===== src/rtl/fft_butterfly_stage.sv =====
// Radix-2 DIT butterfly stage: SUM = A+B, DIFF = A-B on complex operands, with
// optional halving or saturation, 2-deep valid/ready pipeline, frame-last tagging and sticky overflow.
module fft_butterfly_stage #(
    parameter int unsigned DW        = 16,
    parameter int unsigned SCALE     = 1,
    parameter int unsigned FRAME_LEN = 2
) (
    input  logic          clk,
    input  logic          rst,
    input  logic          in_valid,
    output logic          in_ready,
    input  logic [DW-1:0] a_r,
    input  logic [DW-1:0] a_i,
    input  logic [DW-1:0] b_r,
    input  logic [DW-1:0] b_i,
    output logic          out_valid,
    input  logic          out_ready,
    output logic [DW-1:0] sum_r,
    output logic [DW-1:0] sum_i,
    output logic [DW-1:0] diff_r,
    output logic [DW-1:0] diff_i,
    output logic          out_last,
    output logic          ovf,
    input  logic          clr_ovf
);

    localparam int unsigned CW = (FRAME_LEN > 1) ? $clog2(FRAME_LEN) : 1;
    localparam int unsigned XW = DW + 1;

    logic [CW-1:0] cnt;
    logic          last_c;
    logic          accept_c;
    logic          s2_load_c;

    logic          s1_valid;
    logic          s1_last;
    logic [DW-1:0] s1_ar, s1_ai, s1_br, s1_bi;

    logic [DW:0]   sr_c, si_c, dr_c, di_c;
    logic          clip_c;

    // Sign-extend one operand part to DW+1 bits so A+/-B cannot wrap.
    function automatic logic [XW-1:0] ext(input logic [DW-1:0] v);
        return {v[DW-1], v};
    endfunction

    // Reduce a DW+1 intermediate to DW bits; the MSB of the return is the clip flag.
    function automatic logic [DW:0] fit(input logic [XW-1:0] x);
        logic [XW-1:0] r;
        logic          clip;
        r    = '0;
        clip = 1'b0;
        if (SCALE != 0) begin
            r = XW'($signed(x + XW'(1)) >>> 1);
            return {1'b0, r[DW-1:0]};
        end
        clip = x[DW] ^ x[DW-1];
        if (!clip)
            return {1'b0, x[DW-1:0]};
        else if (x[DW])
            return {1'b1, 1'b1, {(DW-1){1'b0}}};
        else
            return {1'b1, 1'b0, {(DW-1){1'b1}}};
    endfunction

    assign s2_load_c = !out_valid || out_ready;
    assign in_ready  = !s1_valid || s2_load_c;
    assign accept_c  = in_valid && in_ready;
    assign last_c    = (cnt == CW'(FRAME_LEN - 1));

    always_comb begin
        sr_c   = fit(ext(s1_ar) + ext(s1_br));
        si_c   = fit(ext(s1_ai) + ext(s1_bi));
        dr_c   = fit(ext(s1_ar) - ext(s1_br));
        di_c   = fit(ext(s1_ai) - ext(s1_bi));
        clip_c = sr_c[DW] | si_c[DW] | dr_c[DW] | di_c[DW];
    end

    always_ff @(posedge clk or posedge rst) begin
        if (rst) begin
            cnt       <= '0;
            s1_valid  <= 1'b0;
            s1_last   <= 1'b0;
            s1_ar     <= '0;
            s1_ai     <= '0;
            s1_br     <= '0;
            s1_bi     <= '0;
            out_valid <= 1'b0;
            out_last  <= 1'b0;
            sum_r     <= '0;
            sum_i     <= '0;
            diff_r    <= '0;
            diff_i    <= '0;
            ovf       <= 1'b0;
        end else begin
            if (accept_c)
                cnt <= last_c ? '0 : cnt + CW'(1);

            // S1 refills whenever it is empty or its contents move into S2.
            if (in_ready) begin
                s1_valid <= in_valid;
                if (in_valid) begin
                    s1_ar   <= a_r;
                    s1_ai   <= a_i;
                    s1_br   <= b_r;
                    s1_bi   <= b_i;
                    s1_last <= last_c;
                end
            end

            if (s2_load_c) begin
                out_valid <= s1_valid;
                if (s1_valid) begin
                    sum_r    <= sr_c[DW-1:0];
                    sum_i    <= si_c[DW-1:0];
                    diff_r   <= dr_c[DW-1:0];
                    diff_i   <= di_c[DW-1:0];
                    out_last <= s1_last;
                end
            end

            // A new clip wins over a coincident clear.
            if (s2_load_c && s1_valid && clip_c)
                ovf <= 1'b1;
            else if (clr_ovf)
                ovf <= 1'b0;
        end
    end

endmodule


===== config.mk =====
export PLATFORM = sky130hd
export DESIGN_NAME = fft_butterfly_stage
export DESIGN_NICKNAME = d
export VERILOG_FILES = /design/src/rtl/fft_butterfly_stage.sv
export SDC_FILE = /design/constraint.sdc
export NUM_CORES = 1
export LEC_CHECK = 0
export CORE_MARGIN = 2
export CORE_UTILIZATION = 50
export CTS_CLUSTER_DIAMETER = 40
export CTS_CLUSTER_SIZE = 40
export DETAILED_ROUTE_END_ITERATION = 8
export DONT_BUFFER_PORTS = 1
export GPL_ROUTABILITY_DRIVEN = 0
export PLACE_DENSITY = 0.75
export SLEW_MARGIN = 20
export SYNTH_ARGS = -nofsm -noshare
export SYNTH_HDL_FRONTEND = slang
export SYNTH_SLANG_ARGS = --single-unit
export TNS_END_PERCENT = 100

===== constraint.sdc =====
create_clock -name clk -period 8.63 [get_ports clk]
set_input_delay 0.863 -clock clk [delete_from_list [all_inputs] [get_ports clk]]
set_output_delay 0.863 -clock clk [all_outputs]
set_load 0.1 [all_outputs]

## After elaboration in Yosys (flattened, before gate mapping)

Cells that the tools add are included.

- Output and inout bits: 68
- Bits of input ports: 69
- Register bits: 133
- Word-level logic and storage cells: 30

- Add/sub/neg operators: 9
- Reductions and logical operators: 7
- Mux-type cells: 1

Operator list:

| operator | count |
|---|---|
| $add A17 B1 Y17 const B | 4 |
| $add A16 B16 Y17 | 2 |
| $sub A16 B16 Y17 | 2 |
| $reduce_and A2 Y1 | 2 |
| $logic_not A1 Y1 | 2 |
| $logic_or A1 B1 Y1 | 2 |
| $add A1 B1 Y1 const B | 1 |
| $logic_and A1 B1 Y1 | 1 |
| $mux W1 | 1 |

## Logic depth before layout (Yosys ltp)

- Depth in word-level cells: 4
- Mapped depth: 11
- Depth with buffers taken out: 11

## Worst setup path after synthesis

No wires, ideal clock.

- Kind: reg-to-reg
- From: register out_valid
- To: register s1_ai[0]
- Path buffers: 2
- Stages on the path, launching flop included: 6
- Period minus slack after synthesis: 3.342 ns
- Path slack: 5.288 ns
- Data required time: 8.505 ns
- Library setup time: 0.125 ns
- Data arrival time: 3.217 ns
- Path through: dfrtp_1 > nand3b_1 > nand2_1 > clkbuf_1 > buf_2 > mux2_2

- Word-level cells in the longest chain between the ends: 4

RTL lines:

| element | RTL line | text |
|---|---|---|
| from (decl) | 16 | `output logic out_valid,` |
| from (signal assigned) | 112 | `out_valid <= s1_valid;` |
| $logic_not A1 Y1 | 66 | `assign s2_load_c = !out_valid \|\| out_ready;` |
| $logic_or A1 B1 Y1 | 66 |  |
| $logic_or A1 B1 Y1 | 67 | `assign in_ready = !s1_valid \|\| s2_load_c;` |
| via in_ready | 11 | `output logic in_ready,` |
| $reduce_and A2 Y1 (no line) | n/a |  |
| to (signal assigned) | 104 | `s1_ai <= a_i;` |
| to (decl) | 37 | `logic [DW-1:0] s1_ar, s1_ai, s1_br, s1_bi;` |

The timed path passes the listed nets, and every way through them passes these cells.
A chain may end at the register's enable or synchronous reset.

## Worst setup path in the final report

- From: register out_valid
- To: register s1_ar[10]

- Word-level cells in the longest chain between the ends: 4

RTL lines:

| element | RTL line | text |
|---|---|---|
| $logic_not A1 Y1 | 66 |  |
| $logic_or A1 B1 Y1 | 66 |  |
| $logic_or A1 B1 Y1 | 67 |  |
| $reduce_and A2 Y1 (no line) | n/a |  |
| to (signal assigned) | 103 | `s1_ar <= a_r;` |
| to (decl) | 37 |  |

No other way between the ends.

==> summary.txt <==
Setup path
  – Worst setup SP type: register
  – Crit path from: out_valid
  – CP Data Arrival Time: 3430 ps
  – Reg-to-reg critical path startpoint: out_valid
  – Critical setup path kind: register to register
  – Worst setup EP type: register
  – WP data required: 8930 ps
  – Crit Path Max Fanout: 34

Routing
  – Vias: 5560
  – Routed WL per cell: 16.79 um
  – Antenna-violating nets left: 0
  – DRC: 0
  – Via density: 5.500
  – TritonRoute pass-1 iters: 4
  – DRT iter0 DRCs: 201
  – Final WL: 16970 um

Run status
  – Outcome: finished, final reports clean

Clock tree
  – Sink Count: 133
  – Clock-pin slew on the worst setup and hold paths: 60 ps
  – Post-CTS setup buffers: 0
  – Root buf cell: clkbuf_16
  – CTS tree: done
  – CTS Buf Count: 17
  – Max clock buf depth: 2
  – Post-cts sizing count: 0
  – Hold_buf cts: 0
  – Worst-skew pair later-pin latency: 430 ps
  – H-tree depth: 4

Global route
  – Vias in the first global route: 5275
  – Met1 usage: 26.77%
  – M3 GR Usage: 6.393%
  – Total GRT Usage: 20.36%
  – GRT overflow: 0
  – First-pass GRT wire length: 26830 um
  – GR Util met2: 32.15%
  – Largest net degree at the start of global routing: 87
  – Initial antenna violation count: 2
  – Gr busiest metal: met2

Synthesis
  – Top cell type's share of synthesized area: 41.24%
  – FFs w/ async S/R, synth: 100.0%
  – Cell taking the most area after synthesis: dfrtp_1
  – Number of synthesized flops with an enable pin: 0
  – Top cells by count, synth: dfrtp_1, ha_1, nand2_1
  – Unique masters post-synth: 69
  – Top-count cell post-synth: dfrtp_1
  – Leading register cell type out of synthesis: dfrtp_1
  – Synthesis Warnings: 0
  – Synth top area cells: dfrtp_1, ha_1, mux2_2
  – Syn Area/Cell: 10.35 um2
  – Seq cells post-synth: 133
  – Gate Count Post-Synth: 780
  – Synthesized area: 0.008070 mm2
  – Mapped Nets: 941
  – Post-synthesis sequential area ratio: 41.24%

STA
  – Setup Skew: 13.29 ps
  – Peak Freq: 319.5 MHz
  – Slew HR: 35.16%
  – Least-Margin Pin Slew: 972.5 ps
  – Post-Route Setup TNS: 0 ps
  – Slew Viols, Final: 0
  – Finish-stage setup viols: 0
  – WHS: 321.8 ps
  – Final Hold Fails: 0
  – RSZ-0062 raised after global routing: no
  – Min Tclk post-route: 3130 ps
  – Final clock period utilization by the worst path: 36.26%

Cells and area
  – Fillers: 1369
  – Area Growth Syn to Fin: 9.892%
  – Share of post-route cells with drive strength above 1: 16.12%
  – Finished Cell Area: 0.008869 mm2
  – # nets final: 942

Floorplanning
  – Initial Util: 50.99%
  – Die Y: 131.0 um
  – # rows: 46
  – Die width: 131.0 um
  – # IOs: 137
  – Core Area: 0.01583 mm2
  – DIE AREA: 0.01717 mm2

Placement
  – HPWL after DPL: 12580 um
  – I/O Buffers: 0
  – Placed inst area: 0.008294 mm2

Flow run
  – Max-cap violation count: 0

Min path
  – Hold/Removal Path Class: input pin to asynchronous set/reset pin
## flip-flops by register name, summed over array words and instances (netlist names), 16 cells and up
signal	count
diff_r	16
diff_i	16
s1_ar	16
sum_r	16
sum_i	16
s1_br	16
s1_ai	16
s1_bi	16
## critical path: stages (launching register included)
cell and delay, ps:
dfrtp_1 970, nand3b_1 150, buf_4 300, nand2_2 620, buf_4 560, mux2_2 400
## cell type report
cell class / count / area (um2) / area share [%]
antenna: 1 / 2.502 / 0.02822
clock buffer: 19 / 432.9 / 4.881
clock inverter: 13 / 135.1 / 1.524
inverter: 62 / 237.7 / 2.681
multi-input combinational: 563 / 4428 / 49.93
sequential: 133 / 3328 / 37.53
tap: 216 / 270.3 / 3.047
timing repair buffer: 4 / 33.78 / 0.3809
## cells in the final DEF (no fill, tap or decap), drive strengths merged, types with 2 or more instances in the layout
cell type  synthesis  routed
a211o              2       2
a211oi             5       5
a21o              15      15
a21oi             35      35
a221oi             5       5
a311oi             3       3
a31oi              9       9
and3               2       2
buf                6       4
bufinv             0       2
clkbuf            16      19
clkinv             0       6
clkinvlp           0       5
dfrtp            133     133
fa                 4       4
ha                88      88
inv               62      62
mux2              65      65
nand2             81      81
nand2b            11      11
nand3              4       4
nand4              2       2
nor2              34      34
nor2b              5       5
nor3               9       9
nor3b              2       2
nor4               5       5
o211ai             2       2
o21a               3       3
o21ai             76      76
o21ba              3       3
o21bai             5       5
o311a              2       2
o31ai              9       9
or2b               2       2
or3                2       2
xnor2             40      40
xor2              16      16
## routing by layer
metal | up-vias | share of wire, %
li1 | 2708 | -
met1 | 2705 | 46
met2 | 133 | 47
met3 | 14 | 6.0
met4 | 0 | 1.4
met5 | - | 0
## cell families after synthesis
family	count (synthesis)	share of synthesized area [%]
AOI/OAI and AO/OA	186	15.58
and+or+nand+nor	163	9.333
DFF	133	41.24
adders and majority gates	92	14.64
buffers and inverters	84	4.015
muxes	65	9.070
xor gates and xnor gates	56	6.078
other	1	0.04647
## metrics by stage
step,util (%),worst slack [ps],std cells
after floorplan,-,4213,780
after global placement,52.40,5468,978
after detailed placement,52.40,5451,978
after CTS,55.99,5441,1010
after global routing,56.03,5323,1011
final,56.03,5500,1011
## final timing paths
kind | end | slack (ps) | cells past startpoint
min in group clk | cnt | 480 | 1
worst max-delay path | s1_ar[10] | 5500 | 5
max in group asynchronous | s1_ar[11] | 7200 | 2
worst max register to register | s1_ar[10] | 5500 | 5
worst min-delay path | cnt | 320 | 1
worst min register to register | cnt | 480 | 1
Power is left out: the tool's default activity adds up to more than one toggle a clock period on the data nets, which glitch-free logic cannot reach.
